===== src/rtl/cave_pkg.sv =====
// Shared definitions for the CAVE core's HPS ioctl plumbing: index map,
// upload responder state type and the 68k-to-HPS byte swap.
package cave_pkg;

  localparam logic [7:0] IOCTL_IDX_ROM   = 8'd0;
  localparam logic [7:0] IOCTL_IDX_NVRAM = 8'd4;

  typedef enum logic [1:0] {
    IDLE,
    REQ,
    WAIT_DATA,
    DRAIN
  } upload_state_e;

  // 68k memory is big-endian; the HPS expects the low byte first.
  function automatic logic [15:0] swap16(input logic [15:0] word);
    return {word[7:0], word[15:8]};
  endfunction

endpackage


===== src/rtl/nvram_uploader.sv =====
// Serves NVRAM contents to the HPS over the ioctl upload path, turning each
// ioctl_rd byte address into one word read on the memory arbiter port.
module nvram_uploader
  import cave_pkg::*;
#(
  parameter logic [7:0]  INDEX      = IOCTL_IDX_NVRAM,
  parameter logic [31:0] BASE_ADDR  = 32'h0,
  parameter int unsigned SIZE_BYTES = 128,
  parameter bit          SWAP_BYTES = 1'b1
) (
  input  logic        clk_sys,
  input  logic        reset_n,
  input  logic        ioctl_upload,
  input  logic [7:0]  ioctl_index,
  input  logic        ioctl_rd,
  input  logic [24:0] ioctl_addr,
  output logic [15:0] ioctl_din,
  output logic        ioctl_wait,
  output logic        mem_rd,
  output logic [31:0] mem_addr,
  input  logic        mem_wait_req,
  input  logic [15:0] mem_data,
  input  logic        mem_valid,
  output logic        busy,
  output logic        done,
  output logic [15:0] word_count
);

  localparam logic [31:0] SIZE_LIMIT = 32'(SIZE_BYTES);

  upload_state_e state, state_d;
  logic          aborted, aborted_d;
  logic [15:0]   ioctl_din_d;
  logic          ioctl_wait_d;
  logic          mem_rd_d;
  logic [31:0]   mem_addr_d;
  logic [15:0]   word_count_d;
  logic [15:0]   count_base;
  logic [15:0]   mem_word;
  logic          count_word;
  logic          sel;
  logic          session_start;
  logic          in_range;

  assign sel           = ioctl_upload & (ioctl_index == INDEX);
  assign session_start = sel & ~busy;
  assign in_range      = {7'd0, ioctl_addr} < SIZE_LIMIT;
  assign mem_word      = SWAP_BYTES ? swap16(mem_data) : mem_data;
  assign count_base    = session_start ? 16'd0 : word_count;

  always_comb begin
    // NOTE: every combinational output gets a default first so no path can infer a latch.
    state_d     = state;
    aborted_d   = aborted;
    ioctl_din_d = ioctl_din;
    mem_rd_d    = mem_rd;
    mem_addr_d  = mem_addr;
    count_word  = 1'b0;

    unique case (state)
      IDLE: begin
        // A strobe while ioctl_wait is still high is a protocol violation.
        if (ioctl_rd && sel && !ioctl_wait) begin
          if (in_range) begin
            state_d    = REQ;
            aborted_d  = 1'b0;
            mem_rd_d   = 1'b1;
            mem_addr_d = BASE_ADDR + {7'd0, ioctl_addr};
          end else begin
            ioctl_din_d = 16'hFFFF;
            count_word  = 1'b1;
          end
        end
      end
      REQ: begin
        // Requests are never withdrawn; an abort only decides where the data goes.
        aborted_d = aborted | ~sel;
        if (!mem_wait_req) begin
          mem_rd_d = 1'b0;
          if (mem_valid) begin
            state_d = IDLE;
            if (!aborted_d) begin
              ioctl_din_d = mem_word;
              count_word  = 1'b1;
            end
          end else begin
            state_d = aborted_d ? DRAIN : WAIT_DATA;
          end
        end
      end
      WAIT_DATA: begin
        if (mem_valid) begin
          state_d = IDLE;
          if (sel) begin
            ioctl_din_d = mem_word;
            count_word  = 1'b1;
          end
        end else if (!sel) begin
          state_d = DRAIN;
        end
      end
      DRAIN: begin
        if (mem_valid) state_d = IDLE;
      end
      default: state_d = IDLE;
    endcase

    // Stall covers the cycle after leaving a busy state so ioctl_din settles first.
    ioctl_wait_d = sel & ~((state == IDLE) && (state_d == IDLE));

    if (count_word)
      word_count_d = (count_base == 16'hFFFF) ? count_base : count_base + 16'd1;
    else
      word_count_d = count_base;
  end

  always_ff @(posedge clk_sys or negedge reset_n) begin
    // NOTE: state registers use non-blocking assignments so all flops update together.
    if (!reset_n) begin
      state      <= IDLE;
      aborted    <= 1'b0;
      ioctl_din  <= 16'd0;
      ioctl_wait <= 1'b0;
      mem_rd     <= 1'b0;
      mem_addr   <= 32'd0;
      busy       <= 1'b0;
      done       <= 1'b0;
      word_count <= 16'd0;
    end else begin
      state      <= state_d;
      aborted    <= aborted_d;
      ioctl_din  <= ioctl_din_d;
      ioctl_wait <= ioctl_wait_d;
      mem_rd     <= mem_rd_d;
      mem_addr   <= mem_addr_d;
      busy       <= sel;
      done       <= busy & ~sel;
      word_count <= word_count_d;
    end
  end

endmodule


===== config.mk =====
export PLATFORM = sky130hd
export DESIGN_NAME = nvram_uploader
export DESIGN_NICKNAME = d
export VERILOG_FILES = /design/src/rtl/cave_pkg.sv /design/src/rtl/nvram_uploader.sv
export SDC_FILE = /design/constraint.sdc
export NUM_CORES = 1
export LEC_CHECK = 0
export BUFFER_PORTS_ARGS = -buffer_cell sky130_fd_sc_hd__buf_2
export CAP_MARGIN = 20
export CELL_PAD_IN_SITES_DETAIL_PLACEMENT = 1
export CELL_PAD_IN_SITES_GLOBAL_PLACEMENT = 2
export CORE_ASPECT_RATIO = 0.7
export CORE_MARGIN = 10
export CORE_UTILIZATION = 29
export DETAILED_ROUTE_END_ITERATION = 8
export GPL_TIMING_DRIVEN = 0
export PLACE_DENSITY_LB_ADDON = 0.08
export SLEW_MARGIN = 20
export SYNTH_ARGS = -nofsm -noshare
export SYNTH_HDL_FRONTEND = slang
export SYNTH_SLANG_ARGS = --single-unit

===== constraint.sdc =====
create_clock -name clk_sys -period 2.9 [get_ports clk_sys]
set_input_delay 0.58 -clock clk_sys [delete_from_list [all_inputs] [get_ports clk_sys]]
set_output_delay 0.58 -clock clk_sys [all_outputs]
set_load 0.02 [all_outputs]

==> impl_metrics.yaml, run 1 <==
place:
  dpl.cell_count: 538
  io_buffer_count: 115
  gp_congestion: 0.7831
  dpl.hpwl_mm: 7.777
logic_synthesis:
  synth_cell_type_count: 50
  yosys_register_bits: 64
  yosysSeqAreaShare_pct: 51.36
  syn_area_um2: 3118
  syn_area_per_cell_um2: 10.98
  ys_warn_count: 0
  synth-async-reset-ratio_pct: 100.0
  synth_edf_count: 0
  netlist_instances: 284
  synthFlopType: "dfrtp_1"
floorplanning:
  io_pins: 123
  rows: 31
  die_x_um: 143.9
  design.core.area_um2: 10430
  die_h_um: 106.8
  die_area_um2: 15370
  start_util_pct: 29.88
pwr:
  finalPower_uw: 3035
  leakagePower_uw: 0.002083
  power.density_nw_per_um2: 708.2
  ir_worst_vdd_mv: 0.3248
timing:
  fmax_mhz: 358.9
  post-route-period-util_pct: 96.07
  fin_worst_skew_ns: 0.004458
  setup_violations: 0
  rsz0062_at_grt: "no"
  slew_headroom_pct: 54.63
  slew_violations: 0
  tightest_slew_ns: 0.6806
  post-route-min-period_ns: 2.786
  hold_violations: 0
route:
  vias: 2752
  drcViolationCount: 0
  routedWlPerCell_um: 18.26
  routed_via_density: 4.941
  final_antenna_net_count: 0
  drtIter0Drc: 83
  dr.pass1.iters: 4
  wl_mm: 10.17
critical_path:
  arrival_ns: 3.03
  critical_path_class: "input pin to flop"
  cp_max_fo: 9
  r2r_start: "state[1]"
  endpoint_kind: "flop"
  start_kind: "input pin"
  critPathRequiredTime_ns: 3.15
  crit_start: "ioctl_index[6]"
cts:
  insertion_delay_ns: 0.33
  hold_buffers: 0
  cts_tree: "done"
  path_clk_slew_ns: 0.05
  cts_root_buf: "clkbuf_16"
  numCtsBuffers: 9
  clock-sinks: 64
  cts.path.max_buffers: 2
  htreeDepth: 3
global_route:
  grt_use_total_pct: 13.36
  first_global_vias: 2949
  grt_max_degree: 41
  grt_pass1_wl_mm: 16.30
  overflow: 0
  antenna_found_initial: 2
cells_and_area:
  fillers: 1204
  fin_cells: 557
  final_layout_size_suffix_gt1_share_pct: 42.59
  area_growth_pct: 37.44
  antenna_cells: 0
  finish.utilization_pct: 41.07
  nNetsFinal: 480
status:
  outcome: "finished, final reports clean"
job:
  maxCapViolations: 0
hold_path:
  hold_path_class: "input pin to asynchronous set/reset pin"
## stage by stage
stage / TNS, ns / setup WS [ns] / hold slack, ns / area, um^2
after floorplan: -0.09991 / -0.05018 / 0.2844 / 3164
after global placement: -9.028 / -0.5181 / 0.4630 / 3905
after detailed placement: -7.770 / -0.5177 / 0.4653 / 3928
final: 0 / 0.1139 / 0.1637 / 4285
after global routing: 0 / 0.001692 / 0.1802 / 4285
after CTS: 0 / 0.009177 / 0.1657 / 4254
## cells in the final DEF, fill, tap and decap left out, drive strengths merged, types with 6 or more instances in the layout
master,n
o21ai,9
nand2b,17
and2,21
inv,6
and3,6
or3,8
dfrtp,64
nand2,11
or4,9
buf,130
a21oi,12
conb,7
clkbuf,22
mux2,24
nor4,6
nor2,6
nand3,9
## what timing repair did
action	in CTS	in global routing
resized for setup	0	6
endpoints found under the setup margin	6	15
pin swaps	1	1
buffers inserted	1	2
## worst paths after layout
path                                       end  slack, ns  cells past startpoint
worst max-delay path            word_count[13]       0.11                     10
worst min-delay path            word_count[14]       0.16                      1
worst min register to register     mem_addr[8]       0.48                      1
max in group asynchronous           ioctl_wait       2.20                      2
worst max register to register   word_count[1]       0.20                      8
min in group clk_sys               mem_addr[8]       0.48                      1
## power by group
part | switching, uW | internal, uW
Clock | 384 | 758
Sequential | 64.7 | 1000
Combinational | 471 | 357
Total | 920 | 2120
## layer usage
layer  vias to the layer above  track usage [%]  part of all wire (%)
li1                       1295                -                     -
met1                      1357            16.94                    46
met2                        88            19.24                    41
met3                        10            7.143                    12
met4                         2            3.706                  0.84
met5                         -                0                  0.13
## kinds of logic (layout without fill, tap and decap cells)
| logic type | count (synthesis) | after routing | share of synthesized area, % |
|---|---|---|---|
| XOR/XNOR | 3 | 3 | 0.8429 |
| buffers and inverters | 25 | 160 | 4.253 |
| AND/OR/NAND/NOR | 115 | 115 | 22.55 |
| other | 1 | 7 | 0.1203 |
| multiplexers | 24 | 24 | 8.668 |
| flip-flops | 64 | 64 | 51.36 |
| adder cells (fa/ha/maj) | 5 | 5 | 2.006 |
| AO/OA/AOI/OAI | 47 | 47 | 10.19 |
## synthesized netlist by cell type (6+ instances only)
| master | n | area share, % |
|---|---|---|
| a21oi_1 | 12 | 1.9 |
| and2_1 | 20 | 4.0 |
| and3_1 | 6 | 1.2 |
| buf_4 | 8 | 1.9 |
| clkbuf_1 | 8 | 0.96 |
| dfrtp_1 | 64 | 51 |
| inv_1 | 6 | 0.72 |
| mux2_2 | 24 | 8.7 |
| nand2_1 | 11 | 1.3 |
| nand2b_1 | 17 | 3.4 |
| nand3_1 | 9 | 1.4 |
| nor2_1 | 6 | 0.72 |
| o21ai_0 | 9 | 1.4 |
| or3_1 | 8 | 1.6 |
| or4_1 | 9 | 2.2 |
## registers in the layout, summed over array words and instances, names as in the netlist
signal	flops
state	2
mem_rd	1
done	1
aborted	1
busy	1
ioctl_wait	1
word_count	16
ioctl_din	16
mem_addr	25
## area by class of cell
class	count	area, um^2	area share (%)
Clock buffer	14	284.0	6.628
Buffer	19	118.9	2.774
Timing Repair Buffer	119	620.6	14.48
Multi-Input combinational cell	201	1438	33.55
Clock inverter	2	35.03	0.8175
Tap cell	132	165.2	3.854
Sequential cell	64	1602	37.37
Inverter	6	22.52	0.5255
## worst max-delay path, cell delays in order
cell	delay (ns)
buf_2	0.10
or4b_4	0.57
nor4_4	0.28
nor2b_2	0.09
ha_2	0.20
buf_6	0.14
and3_4	0.17
or4_1	0.41
or3_1	0.36
a21oi_1	0.12
(Power assumes the default switching activity.)
==> run 2: changes to the inputs <==
Settings changed: CORE_UTILIZATION 29 to 30, CTS_BUF_LIST set to sky130_fd_sc_hd__clkbuf_4, RECOVER_POWER set to 100.
==> run 2 against run 1 <==
Effect of this change: cell count shrank 0.36%; non-clock buffer count shrank 2; sequential power is essentially flat; via count shrank 1.2%; total power shrank 16%; highest routed layer unchanged.
==> impl_metrics.yaml, run 2 (synthesis results as in run 1) <==
route:
  drcViolationCount: 0
  final_antenna_net_count: 0
  routed_via_density: 4.899
  dr_wl_met2_mm: 4.184
  vias: 2719
  highest_layer: "met5"
  dr.pass1.iters: 5
  wl_met1_mm: 4.447
  drtIter0Drc: 100
  wl_mm: 9.854
  routedWlPerCell_um: 17.75
  routed-wl-met3_mm: 1.101
place:
  dpl.cell_count: 538
  gp_congestion: 0.7677
  io_buffer_count: 115
  dpl.hpwl_mm: 7.714
critical_path:
  arrival_ns: 3.09
  crit_end: "ioctl_din[13]"
  critical_path_class: "input pin to flop"
  crit_buf_inv: 3
  crit_start: "ioctl_index[6]"
  slowest_delay_ns: 0.69
  critPathRequiredTime_ns: 3.20
  cp_num_cells: 8
  endpoint_kind: "flop"
  cp_max_fo: 10
  path_cells: "buf_2 > or4b_4 > nor3_1 > a32o_1 > o21a_1 > buf_2 > buf_4 > mux2_2"
  critPathMostFrequentCell: "buf_2"
  r2r-end: "word_count[1]"
  cpMaxStageDelayCell: "nor3_1"
  reg2reg_setup_slack_ns: 0.20
  r2r_start: "state[1]"
  rr_worst_depth: 8
  start_kind: "input pin"
  path_delay_family: "simple AND/OR/NAND/NOR gates"
timing:
  hold_violations: 0
  post-route-period-util_pct: 96.03
  fmax_mhz: 359.1
  rsz0062_at_grt: "no"
  slew_violations: 0
  slew_headroom_pct: 20.52
  hold_slack_ns: 0.3269
  post-route-min-period_ns: 2.785
  tightest_slew_ns: 1.192
  setup_violations: 0
  fin_worst_skew_ns: 0.005143
cts:
  path_clk_slew_ns: 0.11
  numCtsBuffers: 9
  cts_tree: "done"
  cts.path.max_buffers: 2
  clock-sinks: 64
  insertion_delay_ns: 0.41
  htreeDepth: 3
  cts_root_buf: "clkbuf_4"
cells_and_area:
  antenna_cells: 0
  final_cell_mix: "clkbuf_1, dfrtp_1, buf_2"
  largest_register_ff_count: 25
  fin_cells: 555
  regMostFlops: "mem_addr"
  final_common_cell: "clkbuf_1"
  area_growth_pct: 28.05
  final_layout_size_suffix_gt1_share_pct: 26.48
  finish.utilization_pct: 38.99
  largestRegisters: "mem_addr (25), ioctl_din (16), word_count (16)"
  nNetsFinal: 478
job:
  maxCapViolations: 0
pwr:
  p_int_uw: 1668
  p_sw_uw: 867.4
  leakagePower_uw: 0.001742
  pwr-share-seq_pct: 42.1
  power.density_nw_per_um2: 634.9
  p_comb_share_pct: 31.3
  ir_worst_vdd_mv: 0.3911
  swShare_pct: 34.22
  p_clk_share_pct: 26.6
status:
  outcome: "finished, final reports clean"
global_route:
  grt_max_degree: 48
  grt_use_total_pct: 13.18
  first_global_vias: 2944
  overflow: 0
  grt_pass1_wl_mm: 15.84
  antenna_found_initial: 1
floorplanning:
  die_h_um: 105.3
  start_util_pct: 30.45
  die_area_um2: 14940
  design.core.area_um2: 10240
  die_x_um: 141.9
  rows: 31
  io_pins: 123
hold_path:
  hold_path_class: "input pin to asynchronous set/reset pin"
## run 2: cell types whose count changed in the layout (fill, tap and decap cells not counted), moves of 3 or more
cell       change
clkbuf_8       -4
and2_0        +13
buf_4          -3
and2_1        -13
clkbuf_1      +62
clkbuf_16      -9
clkbuf_4       +9
buf_2         -61
## run 2: final cells by class
type | count | area, um^2
buffer | 19 | 117.6
clock buffer | 9 | 67.56
clock inverter | 7 | 86.33
fill | 1209 | 6247
inverter | 6 | 22.52
multi-input combinational | 201 | 1421
sequential | 64 | 1602
tap | 132 | 165.2
timing repair buffer | 117 | 510.5
## run 2: worst min-delay path by stage
| stage | end | slack, ns | start |
|---|---|---|---|
| floorplan | aborted | 0.28 | reset_n |
| global placement | mem_addr[24] | 0.46 | mem_addr[24] |
| detailed placement | mem_addr[17] | 0.47 | mem_addr[17] |
| CTS | word_count[14] | 0.01 | reset_n |
| global route | mem_addr[2] | 0.36 | ioctl_addr[2] |
| finish | word_count[14] | 0.33 | reset_n |
## run 2: power groups by stage
stage / clock, uW / sequential, uW / combinational [uW]
3_3_place_gp: 0 / 1070 / 823
2_1_floorplan: 0 / 1180 / 453
6_report: 674 / 1070 / 794
3_5_place_dp: 0 / 1080 / 842
4_1_cts: 708 / 1070 / 843
5_1_grt: 754 / 1090 / 889
## run 2: layer usage
metal | vias up | GRT usage, %
li1 | 1292 | -
met1 | 1316 | 16.68
met2 | 100 | 19.12
met3 | 9 | 6.906
met4 | 2 | 3.785
met5 | - | 0
## run 2: what timing repair did
action	in CTS	in global routing
resized for setup	0	1
hold buffers	0	0
endpoints found under the setup margin	4	1
setup buffers	1	0
pin swaps	1	0
## run 2: per-stage QoR
stage | setup TNS, ns | cell area [um^2] | power (uW) | setup slack (ns)
3_5_place_dp | -8.841 | 3935 | 1924 | -0.5082
3_3_place_gp | -8.723 | 3905 | 1897 | -0.5053
4_1_cts | 0 | 4096 | 2619 | 0.1289
6_report | 0 | 3993 | 2535 | 0.1153
2_1_floorplan | -0.09991 | 3164 | 1633 | -0.05018
5_1_grt | 0 | 3993 | 2729 | 0.01528
